**src/rtl/switch_conditioner_pkg.sv**
```systemverilog
// switch_conditioner_pkg: hold FSM state encoding and 25 MHz board timing defaults
package switch_conditioner_pkg;

   typedef enum logic [1:0] {
      ST_IDLE   = 2'd0,
      ST_HOLD   = 2'd1,
      ST_REPEAT = 2'd2
   } hold_state_e;

   localparam int BOARD_CLK_HZ       = 25_000_000;
   localparam int DEF_DEBOUNCE_LIMIT = BOARD_CLK_HZ / 100;
   localparam int DEF_REPEAT_DELAY   = BOARD_CLK_HZ / 2;
   localparam int DEF_REPEAT_RATE    = BOARD_CLK_HZ / 10;

   function automatic int imax(input int a, input int b);
      return (a > b) ? a : b;
   endfunction

endpackage

```
**src/rtl/sync_debounce.sv**
```systemverilog
// sync_debounce: two-flop synchroniser and debounce counter; o_rise/o_fall are
// combinational strobes high in the cycle whose closing edge flips o_level.
module sync_debounce
   import switch_conditioner_pkg::*;
#(
   parameter int DEBOUNCE_LIMIT = DEF_DEBOUNCE_LIMIT
) (
   input  logic i_clk,
   input  logic i_rst_n,
   input  logic i_switch,
   output logic o_level,
   output logic o_rise,
   output logic o_fall
);

   localparam int DW = $clog2(DEBOUNCE_LIMIT);
   localparam logic [DW-1:0] CNT_LAST = DW'(DEBOUNCE_LIMIT - 1);

   logic          s1_q, s2_q, level_q, level_d, change;
   logic [DW-1:0] cnt_q, cnt_d;

   always_comb begin
      change  = (s2_q != level_q) && (cnt_q == CNT_LAST);
      cnt_d   = (s2_q == level_q || change) ? '0 : cnt_q + 1'b1;
      level_d = change ? s2_q : level_q;
   end

   always_ff @(posedge i_clk or negedge i_rst_n) begin
      if (!i_rst_n) begin
         s1_q    <= 1'b0;
         s2_q    <= 1'b0;
         level_q <= 1'b0;
         cnt_q   <= '0;
      end else begin
         s1_q    <= i_switch;
         s2_q    <= s1_q;
         level_q <= level_d;
         cnt_q   <= cnt_d;
      end
   end

   assign o_level = level_q;
   assign o_rise  = change & s2_q;
   assign o_fall  = change & ~s2_q;

endmodule

```
**src/rtl/switch_conditioner.sv**
```systemverilog
// switch_conditioner: debounced level, press/release pulses and hold-to-repeat
// step strobe for a raw push-button input.
module switch_conditioner
   import switch_conditioner_pkg::*;
#(
   parameter int DEBOUNCE_LIMIT = DEF_DEBOUNCE_LIMIT,
   parameter bit REPEAT_EN      = 1'b1,
   parameter int REPEAT_DELAY   = DEF_REPEAT_DELAY,
   parameter int REPEAT_RATE    = DEF_REPEAT_RATE
) (
   input  logic i_clk,
   input  logic i_rst_n,
   input  logic i_switch,
   output logic o_level,
   output logic o_press,
   output logic o_release,
   output logic o_repeat,
   output logic o_step
);

   localparam int RW = $clog2(imax(REPEAT_DELAY, REPEAT_RATE));
   localparam logic [RW-1:0] DLY_LAST  = RW'(REPEAT_DELAY - 1);
   localparam logic [RW-1:0] RATE_LAST = RW'(REPEAT_RATE - 1);

   logic          rise, fall;
   logic          press_q, release_q, rep_q, rep_d;
   hold_state_e   state_q, state_d;
   logic [RW-1:0] rcnt_q, rcnt_d;

   sync_debounce #(
      .DEBOUNCE_LIMIT(DEBOUNCE_LIMIT)
   ) u_sync_debounce (
      .i_clk   (i_clk),
      .i_rst_n (i_rst_n),
      .i_switch(i_switch),
      .o_level (o_level),
      .o_rise  (rise),
      .o_fall  (fall)
   );

   // Release is checked first so a repeat due on the release edge is dropped
   always_comb begin
      state_d = state_q;
      rcnt_d  = rcnt_q + 1'b1;
      rep_d   = 1'b0;
      case (state_q)
         ST_IDLE: begin
            rcnt_d = '0;
            if (rise && REPEAT_EN) state_d = ST_HOLD;
         end
         ST_HOLD, ST_REPEAT: begin
            if (fall) begin
               state_d = ST_IDLE;
               rcnt_d  = '0;
            end else if (rcnt_q == ((state_q == ST_HOLD) ? DLY_LAST : RATE_LAST)) begin
               state_d = ST_REPEAT;
               rcnt_d  = '0;
               rep_d   = 1'b1;
            end
         end
         default: begin
            state_d = ST_IDLE;
            rcnt_d  = '0;
         end
      endcase
   end

   always_ff @(posedge i_clk or negedge i_rst_n) begin
      if (!i_rst_n) begin
         state_q   <= ST_IDLE;
         rcnt_q    <= '0;
         press_q   <= 1'b0;
         release_q <= 1'b0;
         rep_q     <= 1'b0;
      end else begin
         state_q   <= state_d;
         rcnt_q    <= rcnt_d;
         press_q   <= rise;
         release_q <= fall;
         rep_q     <= rep_d;
      end
   end

   assign o_press   = press_q;
   assign o_release = release_q;
   assign o_repeat  = rep_q;
   assign o_step    = press_q | rep_q;

endmodule

```
**config.mk**
```make
export PLATFORM = sky130hd
export DESIGN_NAME = switch_conditioner
export DESIGN_NICKNAME = d
export VERILOG_FILES = /design/src/rtl/switch_conditioner_pkg.sv /design/src/rtl/sync_debounce.sv /design/src/rtl/switch_conditioner.sv
export SDC_FILE = /design/constraint.sdc
export NUM_CORES = 1
export LEC_CHECK = 0
export ABC_AREA = 1
export CAP_MARGIN = 25
export CORE_MARGIN = 2
export CORE_UTILIZATION = 50
export CTS_CLUSTER_SIZE = 24
export DETAILED_ROUTE_END_ITERATION = 6
export HOLD_SLACK_MARGIN = 0.15
export MAX_ROUTING_LAYER = met4
export PLACE_DENSITY = 0.66
export SYNTH_ARGS = -nofsm -noshare
export SYNTH_HDL_FRONTEND = slang
export SYNTH_HIERARCHICAL = 1
export SYNTH_SLANG_ARGS = --single-unit
```
**constraint.sdc**
```tcl
create_clock -name i_clk -period 2.4 [get_ports i_clk]
set_input_delay 0.24 -clock i_clk [delete_from_list [all_inputs] [get_ports i_clk]]
set_output_delay 0.24 -clock i_clk [all_outputs]
set_load 0.02 [all_outputs]
```
; ---- Yosys cells after proc, flatten, opt, wreduce, memory -nomap -nowiden
; Index checks and enable logic that the tools add are counted.
[op_classes]
bitwise = 4
n_eq_ne = 8
n_reduce_logical = 5
addsub = 2
n_shift = 0
mux = 12
multipliers = 0
magnitude_cmp = 0
div = 0
[ops]
columns = op, count
row1 = 2-to-1 mux 24 bit, 4
row2 = adder 24 x 1 -> 24 bit (second input constant), 1
row3 = equality test 24 bit, 1
row4 = adder 18 x 1 -> 18 bit (second input constant), 1
row5 = equality test 18 bit (second input constant), 1
row6 = 2-to-1 mux 18 bit, 1
row7 = 2-to-1 mux 2 bit, 3
row8 = one-hot mux 2 bit (2 select lines), 1
row9 = 2-to-1 mux 1 bit, 3
row10 = != test 3 bit (second input constant), 1
row11 = AND 1 bit, 2
row12 = equality test 2 x 1 -> 1 bit (second input constant), 1
row13 = equality test 2 bit (second input constant), 1
row14 = logical NOT 2 bit, 1
row15 = != test 2 bit (second input constant), 1
row16 = AND reduction 2 bit, 1
row17 = OR reduction 2 bit, 1
row18 = equality test 1 bit, 1
row19 = logical AND 1 bit, 1
row20 = logical OR 1 bit, 1
row21 = != test 1 bit, 1
row22 = inverter 1 bit, 1
row23 = OR 1 bit, 1
[word_totals]
output_inout_bits = 5
ramBits = 0
mem_bits_ro = 0
latch_bits = 0
memories = 0
wordCells = 40
regBits = 50

; ---- Logic depth before layout (Yosys ltp)
; Gate-level depths: netlist of the first run.
[depth]
ltp_word = 6
depth_mapped = 13

; ---- Modules after synthesis
; Netlist of the first run, hierarchy kept.
[by_module_without_submodules]
columns = mod, cells_each, instances, area_per_inst_um2
row1 = switch_conditioner, 233, 1, 1672.9
row2 = sync_debounce, 155, 1, 1241.2

; ---- Least setup slack after synthesis of the first run
; Ideal clock, no wire load.
[synth_path]
path_kind = register to register
from = register u_sync_debounce.cnt_q[0]
to = register rcnt_q[12]
slack_ps = 744
n_path_buf = 2
t_required_ps = 2282
synth_period_minus_slack_ps = 1656
t_arrival_ps = 1538
stages_incl_launch_ff = 11
setup_ps = 118
path_cell_list = dfrtp_1 > ha_1 > nand2_2 > nor2_4 > nand3b_1 > nor2_1 > nor2_1 > nand2_2 > buf_6 > buf_6 > nor2_1
[synth_via]
elab_chain_cells = 5
[synth_rtl]
columns = element, line
row1 = "start, declared", sync_debounce.sv:20  ; logic [DW-1:0] cnt_q, cnt_d;
row2 = "start signal, assigned", sync_debounce.sv:38  ; cnt_q <= cnt_d;
row3 = equality test 18 bit, sync_debounce.sv:23  ; change = (s2_q != level_q) && (cnt_q == CNT_LAST);
row4 = logical AND 1 bit, sync_debounce.sv:23
row5 = AND 1 bit, sync_debounce.sv:44  ; assign o_fall = change & ~s2_q;
row6 = net fall, switch_conditioner.sv:25  ; logic rise, fall;
row7 = 2-to-1 mux 24 bit, switch_conditioner.sv:52  ; if (fall) begin
row8 = 2-to-1 mux 24 bit, switch_conditioner.sv:46  ; case (state_q)
row9 = net rcnt_d[12], switch_conditioner.sv:28  ; logic [RW-1:0] rcnt_q, rcnt_d;
row10 = "end signal, assigned", switch_conditioner.sv:77  ; rcnt_q <= rcnt_d;
row11 = "end, declared", switch_conditioner.sv:28
; The timed path passes the listed nets, and every way through them passes these cells.
; A chain may end at the register's enable or synchronous reset.

; ---- Worst setup path in the final report of the first run
[layout_path]
from = register u_sync_debounce.cnt_q[0]
to = register rcnt_q[3]
; Same word-level chain as after synthesis.

==> results of run 1 <==
==> registers in the layout, summed over array words and instances, names as in the netlist <==
name                     cells
rcnt_q                      24
u_sync_debounce/s1_q         1
u_sync_debounce/o_level      1
o_release                    1
state_q                      2
u_sync_debounce/cnt_q       18
u_sync_debounce/s2_q         1
o_repeat                     1
o_press                      1
==> layout make-up <==
type	instances	area (um2)
inverters	49	183.9
well taps	72	90.09
repair buffers	10	90.09
flip-flops and latches	50	1251
fillers	538	2446
clock inverters	2	12.51
clock buffers	6	82.58
multi-input cells	284	1418
==> kinds of logic (layout without fill, tap and decap cells) <==
kind of cell / count (synthesis) / count (layout) / share of synthesized area (%)
adder cells (fa/ha/maj): 4 / 4 / 1.718
flip-flops: 50 / 50 / 42.94
AO/OA/AOI/OAI: 15 / 15 / 3.177
AND/OR/NAND/NOR: 253 / 253 / 40.15
XOR/XNOR: 12 / 12 / 3.607
buffers and inverters: 54 / 67 / 8.415
==> worst paths after layout <==
| kind | startpoint | end | slack (ns) | cells after the start |
|---|---|---|---|---|
| setup / recovery | u_sync_debounce/cnt_q[0]$_DFF_PN0_ | rcnt_q[3]$_DFF_PN0_ | 0.43 | 10 |
| hold / removal | i_rst_n | u_sync_debounce/s1_q$_DFF_PN0_ | 0.36 | 2 |
| setup reg to reg | u_sync_debounce/cnt_q[0]$_DFF_PN0_ | rcnt_q[3]$_DFF_PN0_ | 0.43 | 10 |
| hold reg to reg | u_sync_debounce/s1_q$_DFF_PN0_ | u_sync_debounce/s2_q$_DFF_PN0_ | 0.38 | 0 |
| max in group asynchronous | i_rst_n | rcnt_q[22]$_DFF_PN0_ | 1.28 | 3 |
| min in group i_clk | i_switch | u_sync_debounce/s1_q$_DFF_PN0_ | 0.37 | 1 |
==> metal layers <==
layer | part of all wire [%] | wire (um) | track usage, % | vias to the layer above
li1 | - | - | - | 1234
met1 | 54 | 3043 | 29.49 | 1061
met2 | 41 | 2351 | 28.00 | 40
met3 | 3.7 | 211 | 3.596 | 6
met4 | 1.2 | 69 | 6.271 | 0
met5 | 0 | 0 | - | -
==> stage by stage <==
| step | hold slack, ns | setup WS [ns] |
|---|---|---|
| floorplan | -0.05559 | 0.7440 |
| global placement | 0.1564 | 0.5613 |
| detailed placement | 0.1623 | 0.4373 |
| CTS | 0.3594 | 0.4235 |
| global route | 0.3772 | 0.1670 |
| finish | 0.3623 | 0.4297 |
==> power by group through the flow <==
stage | clock network, mW | logic, mW | registers, mW
floorplan | 0 | 0.0214 | 0.869
global route | 0.563 | 0.0470 | 0.854
detailed placement | 0 | 0.0416 | 0.870
global placement | 0 | 0.0411 | 0.870
finish | 0.506 | 0.0407 | 0.853
CTS | 0.527 | 0.0431 | 0.853
==> what timing repair did <==
item	4_1_cts	5_1_grt
hold endpoints to repair	14	0
setup buffers	0	0
hold buffers	1	0
==> Yosys cell counts (all sizes together) <==
cell type | number | area (um2)
nand2 | 108 | 430.4
nor2 | 92 | 405.4
dfrtp | 50 | 1251
inv | 48 | 180.2
nand3 | 22 | 130.1
nand4 | 15 | 93.84
nor3 | 11 | 77.57
xor2 | 10 | 87.58
buf | 5 | 61.31
a21oi | 4 | 23.77
ha | 4 | 50.05
o21ai | 4 | 20.02
a31oi | 3 | 18.77
o21bai | 3 | 22.52
or2 | 3 | 18.77
xnor2 | 2 | 17.52
clkinv | 1 | 3.750
nand3b | 1 | 7.510
nor4 | 1 | 6.260
o211ai | 1 | 7.510
==> impl_metrics.py, run 1 <==
metrics = {
    "outcome": {
        "status": "complete, no violations",
    },
    "final_layout": {
        "drive_gt1_share_pct": 13.47,
        "antennaDiodeCount": 0,
        "syn2layout_area_growth_pct": 7.342,
        "nets": 407,
        "final_core_util_pct": 56.12,
        "final_cell_area_um2": 3128,
        "layout_common_cells": "nand2_1 (100), nor2_1 (70), dfrtp_1 (50)",
        "stdcell_count": 473,
        "final_common_cell": "nand2_1",
    },
    "placed_design": {
        "gp_congestion": 0.8949,
        "placed_cells": 464,
        "placed_cell_area_um2": 3023,
        "io_buffers": 7,
        "place_hpwl_mm": 4.338,
    },
    "critical_path": {
        "critPathArrivalTime_ns": 2.20,
        "path_class": "register to register",
        "path_cells": "ha_1 -> nand2_2 -> nor2_4 -> nand3b_1 -> nor2_1 -> nor2_1 -> nand2_2 -> inv_1 -> nand2_1 -> nor2_1",
        "start_kind": "register",
        "crit_family": "simple AND/OR/NAND/NOR gates",
        "cpMostUsedCell": "nor2_1",
        "cp-end-kind": "register",
        "crit_slowest_cell": "dfrtp_1",
        "path_max_fanout": 9,
        "crit_required_ns": 2.63,
        "crit_buf_inv": 1,
        "slowest_delay_ns": 0.45,
    },
    "power_and_ir_drop": {
        "power_mw": 1.400,
        "p_leak_nw": 1.311,
        "p_switching_mw": 0.3094,
        "power_density_nw_per_um2": 447.5,
        "clockPowerShare_pct": 36.1,
        "combPwrFrac_pct": 2.9,
        "ir_drop_mv": 0.2580,
        "p_seq_share_pct": 60.9,
        "p_int_mw": 1.091,
        "switching_share_pct": 22.10,
    },
    "sta": {
        "max_slew_margin_pct": 70.19,
        "setup_viol": 0,
        "skew_ns": 0.003135,
        "worst_pin_slew_ns": 0.4472,
        "rsz0062_at_grt": "no",
        "period_share_pct": 82.09,
        "fin_setup_tns_ns": 0,
        "drv_slew": 0,
        "hold_violations": 0,
        "fmax_ghz": 0.5075,
        "min_period_ns": 1.970,
    },
    "floorplanning": {
        "die_h_um": 80.34,
        "rows": 27,
        "die_x_um": 80.34,
        "initial_core_util_pct": 52.28,
        "pin_count": 8,
        "die-area_um2": 6455,
        "fp.coreArea_um2": 5574,
    },
    "yosys": {
        "netlist_instances": 388,
        "yosysWarnings": 6,
        "yosysSeqAreaShare_pct": 42.94,
        "synth.distinct_cells": 30,
        "synth-seq-cells": 50,
        "synth_area_um2": 2914,
        "synth_nets": 395,
        "syn_area_per_cell_um2": 7.510,
    },
    "cts": {
        "cts_htree_levels": 2,
        "clk_latency_ns": 0.30,
        "ctsResizeCount": 0,
        "cts_tree": "yes",
        "root_buffer": "clkbuf_8",
        "cts_buffers": 5,
        "clk_pin_slew_ns": 0.09,
        "clk_path_buf_depth": 2,
        "cts.sinks": 50,
    },
    "global_route": {
        "gr-total-overflow": 0,
        "gr-usage-all-layers_pct": 20.04,
        "grt_pass1_vias": 2132,
        "grt_max_degree": 37,
        "grt_pass1_wl_mm": 9.818,
        "antenna_found_initial": 0,
    },
    "routing": {
        "vias": 2341,
        "drt.antenna.violating_nets": 0,
        "drt-initial-drc-count": 192,
        "dr.pass1.iters": 4,
        "drt-total-wl_mm": 5.675,
        "via_per_inst": 4.949,
        "wl_per_cell_um": 12.00,
        "drc": 0,
    },
    "hold_path": {
        "hp-class": "input pin to asynchronous set/reset pin",
    },
    "run": {
        "drv_cap": 0,
    },
}
No activity file was read; power rests on OpenSTA's default activity.
==> run 2, diff against run 1 <==
--- a/config.mk
+++ b/config.mk
@@ -13,7 +13,7 @@
 export DETAILED_ROUTE_END_ITERATION = 6
 export HOLD_SLACK_MARGIN = 0.15
 export MAX_ROUTING_LAYER = met4
-export PLACE_DENSITY = 0.66
+export PLACE_DENSITY = 0.68
 export SYNTH_ARGS = -nofsm -noshare
 export SYNTH_HDL_FRONTEND = slang
 export SYNTH_HIERARCHICAL = 1
==> constraint.sdc (replaced) <==
create_clock -name i_clk -period 1.6 [get_ports i_clk]
set_input_delay 0.16 -clock i_clk [delete_from_list [all_inputs] [get_ports i_clk]]
set_output_delay 0.16 -clock i_clk [all_outputs]
set_load 0.02 [all_outputs]
==> run 2 against run 1 <==
The flow now finishes with violations (setup timing). Routed wire length increased by 8.2%. Worst hold slack got worse by 0.069 ns. First-iteration DRC count increased by 1.0%. Clock power increased by 54%. Clock skew increased by 0.0071 ns. Total power increased by 53%. Sequential power increased by 50%. Cell count increased by 6.8%. Via count increased by 6.2%. Core utilization increased by 5.6 points. Setup slack got worse by 0.45 ns.
==> impl_metrics.py, run 2 (synthesis results as in run 1) <==
metrics = {
    "sta": {
        "hold_violations": 0,
        "setup_viol": 6,
        "max_slew_margin_pct": 69.81,
        "skew_ns": 0.01020,
        "drv_slew": 0,
        "timing.final.ws_setup_ns": -0.02083,
        "fmax_ghz": 0.6170,
        "rsz0062_at_grt": "yes",
        "period_share_pct": 101.3,
        "min_period_ns": 1.621,
        "worst_pin_slew_ns": 0.4528,
    },
    "floorplanning": {
        "die_h_um": 80.34,
        "pin_count": 8,
        "initial_core_util_pct": 52.28,
        "die-area_um2": 6455,
        "rows": 27,
        "fp.coreArea_um2": 5574,
        "die_x_um": 80.34,
    },
    "placed_design": {
        "gp_congestion": 0.9100,
        "place_hpwl_mm": 4.621,
        "io_buffers": 7,
        "placed_cells": 491,
        "placed_cell_area_um2": 3251,
    },
    "cts": {
        "cts_buffers": 5,
        "clk_latency_ns": 0.32,
        "cts.sinks": 50,
        "cts_tree": "yes",
        "cts_htree_levels": 2,
        "clk_path_buf_depth": 2,
        "root_buffer": "clkbuf_8",
        "clk_pin_slew_ns": 0.09,
    },
    "critical_path": {
        "cp-end-kind": "register",
        "path_class": "register to register",
        "start_kind": "register",
        "crit_required_ns": 1.81,
        "path_max_fanout": 7,
        "critPathArrivalTime_ns": 1.83,
    },
    "power_and_ir_drop": {
        "p_leak_nw": 1.495,
        "clockPowerShare_pct": 36.4,
        "power_density_nw_per_um2": 622.2,
        "p_seq_share_pct": 59.7,
        "switching_share_pct": 22.82,
        "power_mw": 2.140,
        "p_switching_mw": 0.4884,
        "combPwrFrac_pct": 3.9,
        "ir_drop_mv": 0.3682,
        "p_int_mw": 1.652,
    },
    "final_layout": {
        "final_cell_area_um2": 3440,
        "largest-register": "rcnt_q",
        "final_common_cell": "nand2_1",
        "final_core_util_pct": 61.71,
        "largest_reg_flops": 24,
        "antennaDiodeCount": 0,
        "stdcell_count": 505,
        "top_regs": "rcnt_q: 24 flops, u_sync_debounce/cnt_q: 18 flops, state_q: 2 flops",
        "layout_common_cells": "nand2_1 (94), nor2_1 (67), dfrtp_1 (50)",
        "nets": 439,
        "syn2layout_area_growth_pct": 18.03,
        "drive_gt1_share_pct": 22.86,
    },
    "outcome": {
        "status": "complete, but fails checks",
        "violations": "setup timing",
    },
    "hold_path": {
        "hp-class": "input pin to register",
    },
    "routing": {
        "via_per_inst": 4.921,
        "drc": 0,
        "drt.antenna.violating_nets": 0,
        "drt-initial-drc-count": 194,
        "dr.pass1.iters": 4,
        "wl_per_cell_um": 12.16,
        "drt-total-wl_mm": 6.139,
        "vias": 2485,
    },
    "global_route": {
        "grt_pass1_vias": 2344,
        "gr-usage-all-layers_pct": 21.42,
        "grt_pass1_wl_mm": 10.36,
        "antenna_found_initial": 0,
        "gr-total-overflow": 0,
        "grt_max_degree": 33,
    },
    "run": {
        "drv_cap": 0,
    },
}
## run 2: cell count changes in the layout (fill, tap and decap cells not counted), moves of 2 or more
cell     change
nand2_1      -6
nand2_2      +4
ha_1         -2
nand2_4      +2
inv_1        -3
buf_4       +31
ha_4         +2
nor2_2       +3
nor2_1       -3
## run 2: worst max-delay path, stage by stage (launching register included)
cell and delay, ns:
dfrtp_1 0.43, ha_4 0.19, inv_4 0.06, nand2_1 0.05
nand2_1 0.06, nand2_1 0.06, nor2_2 0.09, nand3_2 0.11
nand2_4 0.10, clkinvlp_4 0.19, nand2_2 0.12, nor2_1 0.05
## run 2: final timing paths
kind / from / to / slack (ns) / cells after the start
hold / removal: i_switch / u_sync_debounce/s1_q$_DFF_PN0_ / 0.29 / 1
setup reg to reg: state_q[0]$_DFFE_PN0P_ / rcnt_q[19]$_DFF_PN0_ / -0.02 / 11
max in group asynchronous: i_rst_n / u_sync_debounce/cnt_q[12]$_DFF_PN0_ / 0.76 / 3
hold reg to reg: u_sync_debounce/s1_q$_DFF_PN0_ / u_sync_debounce/s2_q$_DFF_PN0_ / 0.37 / 0
setup / recovery: state_q[0]$_DFFE_PN0P_ / rcnt_q[19]$_DFF_PN0_ / -0.02 / 11
min in group asynchronous: i_rst_n / o_repeat$_DFF_PN0_ / 0.31 / 2
## run 2: metrics by stage
stage	hold WS (ns)	TNS, ns	worst slack [ns]
2_1_floorplan	-0.1356	0	0.003002
3_5_place_dp	0.1281	-0.3353	-0.03101
4_1_cts	0.2902	0	0.003116
3_3_place_gp	0.1283	0	0.03836
6_report	0.2928	-0.06619	-0.02083
5_1_grt	0.2901	-2.236	-0.1454
## run 2: repair_timing
action / in CTS / in global routing
gates resized for setup: 3 / 15
pin swaps: 0 / 18
hold buffers: 1 / 0
setup endpoints to repair: 20 / 25
hold endpoints to repair: 18 / 0
buffers inserted: 0 / 5
## run 2: per-layer routing
metal  up-vias  routed length (um)  track usage [%]
met5         -                   0                -
met4         0                  94            7.627
met3         9                 324            3.820
met2        47                2616            30.75
met1      1129                3103            30.44
li1       1300                   -                -
## run 2: power groups by stage
stage	clock (mW)	sequential, mW	combinational (mW)
after floorplan	0	1.31	0.0341
after global placement	0	1.30	0.0821
after detailed placement	0	1.30	0.0825
after CTS	0.796	1.28	0.0850
after global routing	0.850	1.28	0.0954
final	0.780	1.28	0.0827
## run 2: layout make-up
| cell class | instances | area [um2] |
|---|---|---|
| tap | 72 | 90.09 |
| fill | 500 | 2135 |
| inverter | 49 | 190.2 |
| sequential | 50 | 1251 |
| clock buffer | 7 | 86.33 |
| clock inverter | 1 | 5.005 |
| multi-input combinational | 284 | 1475 |
| timing repair buffer | 42 | 341.6 |
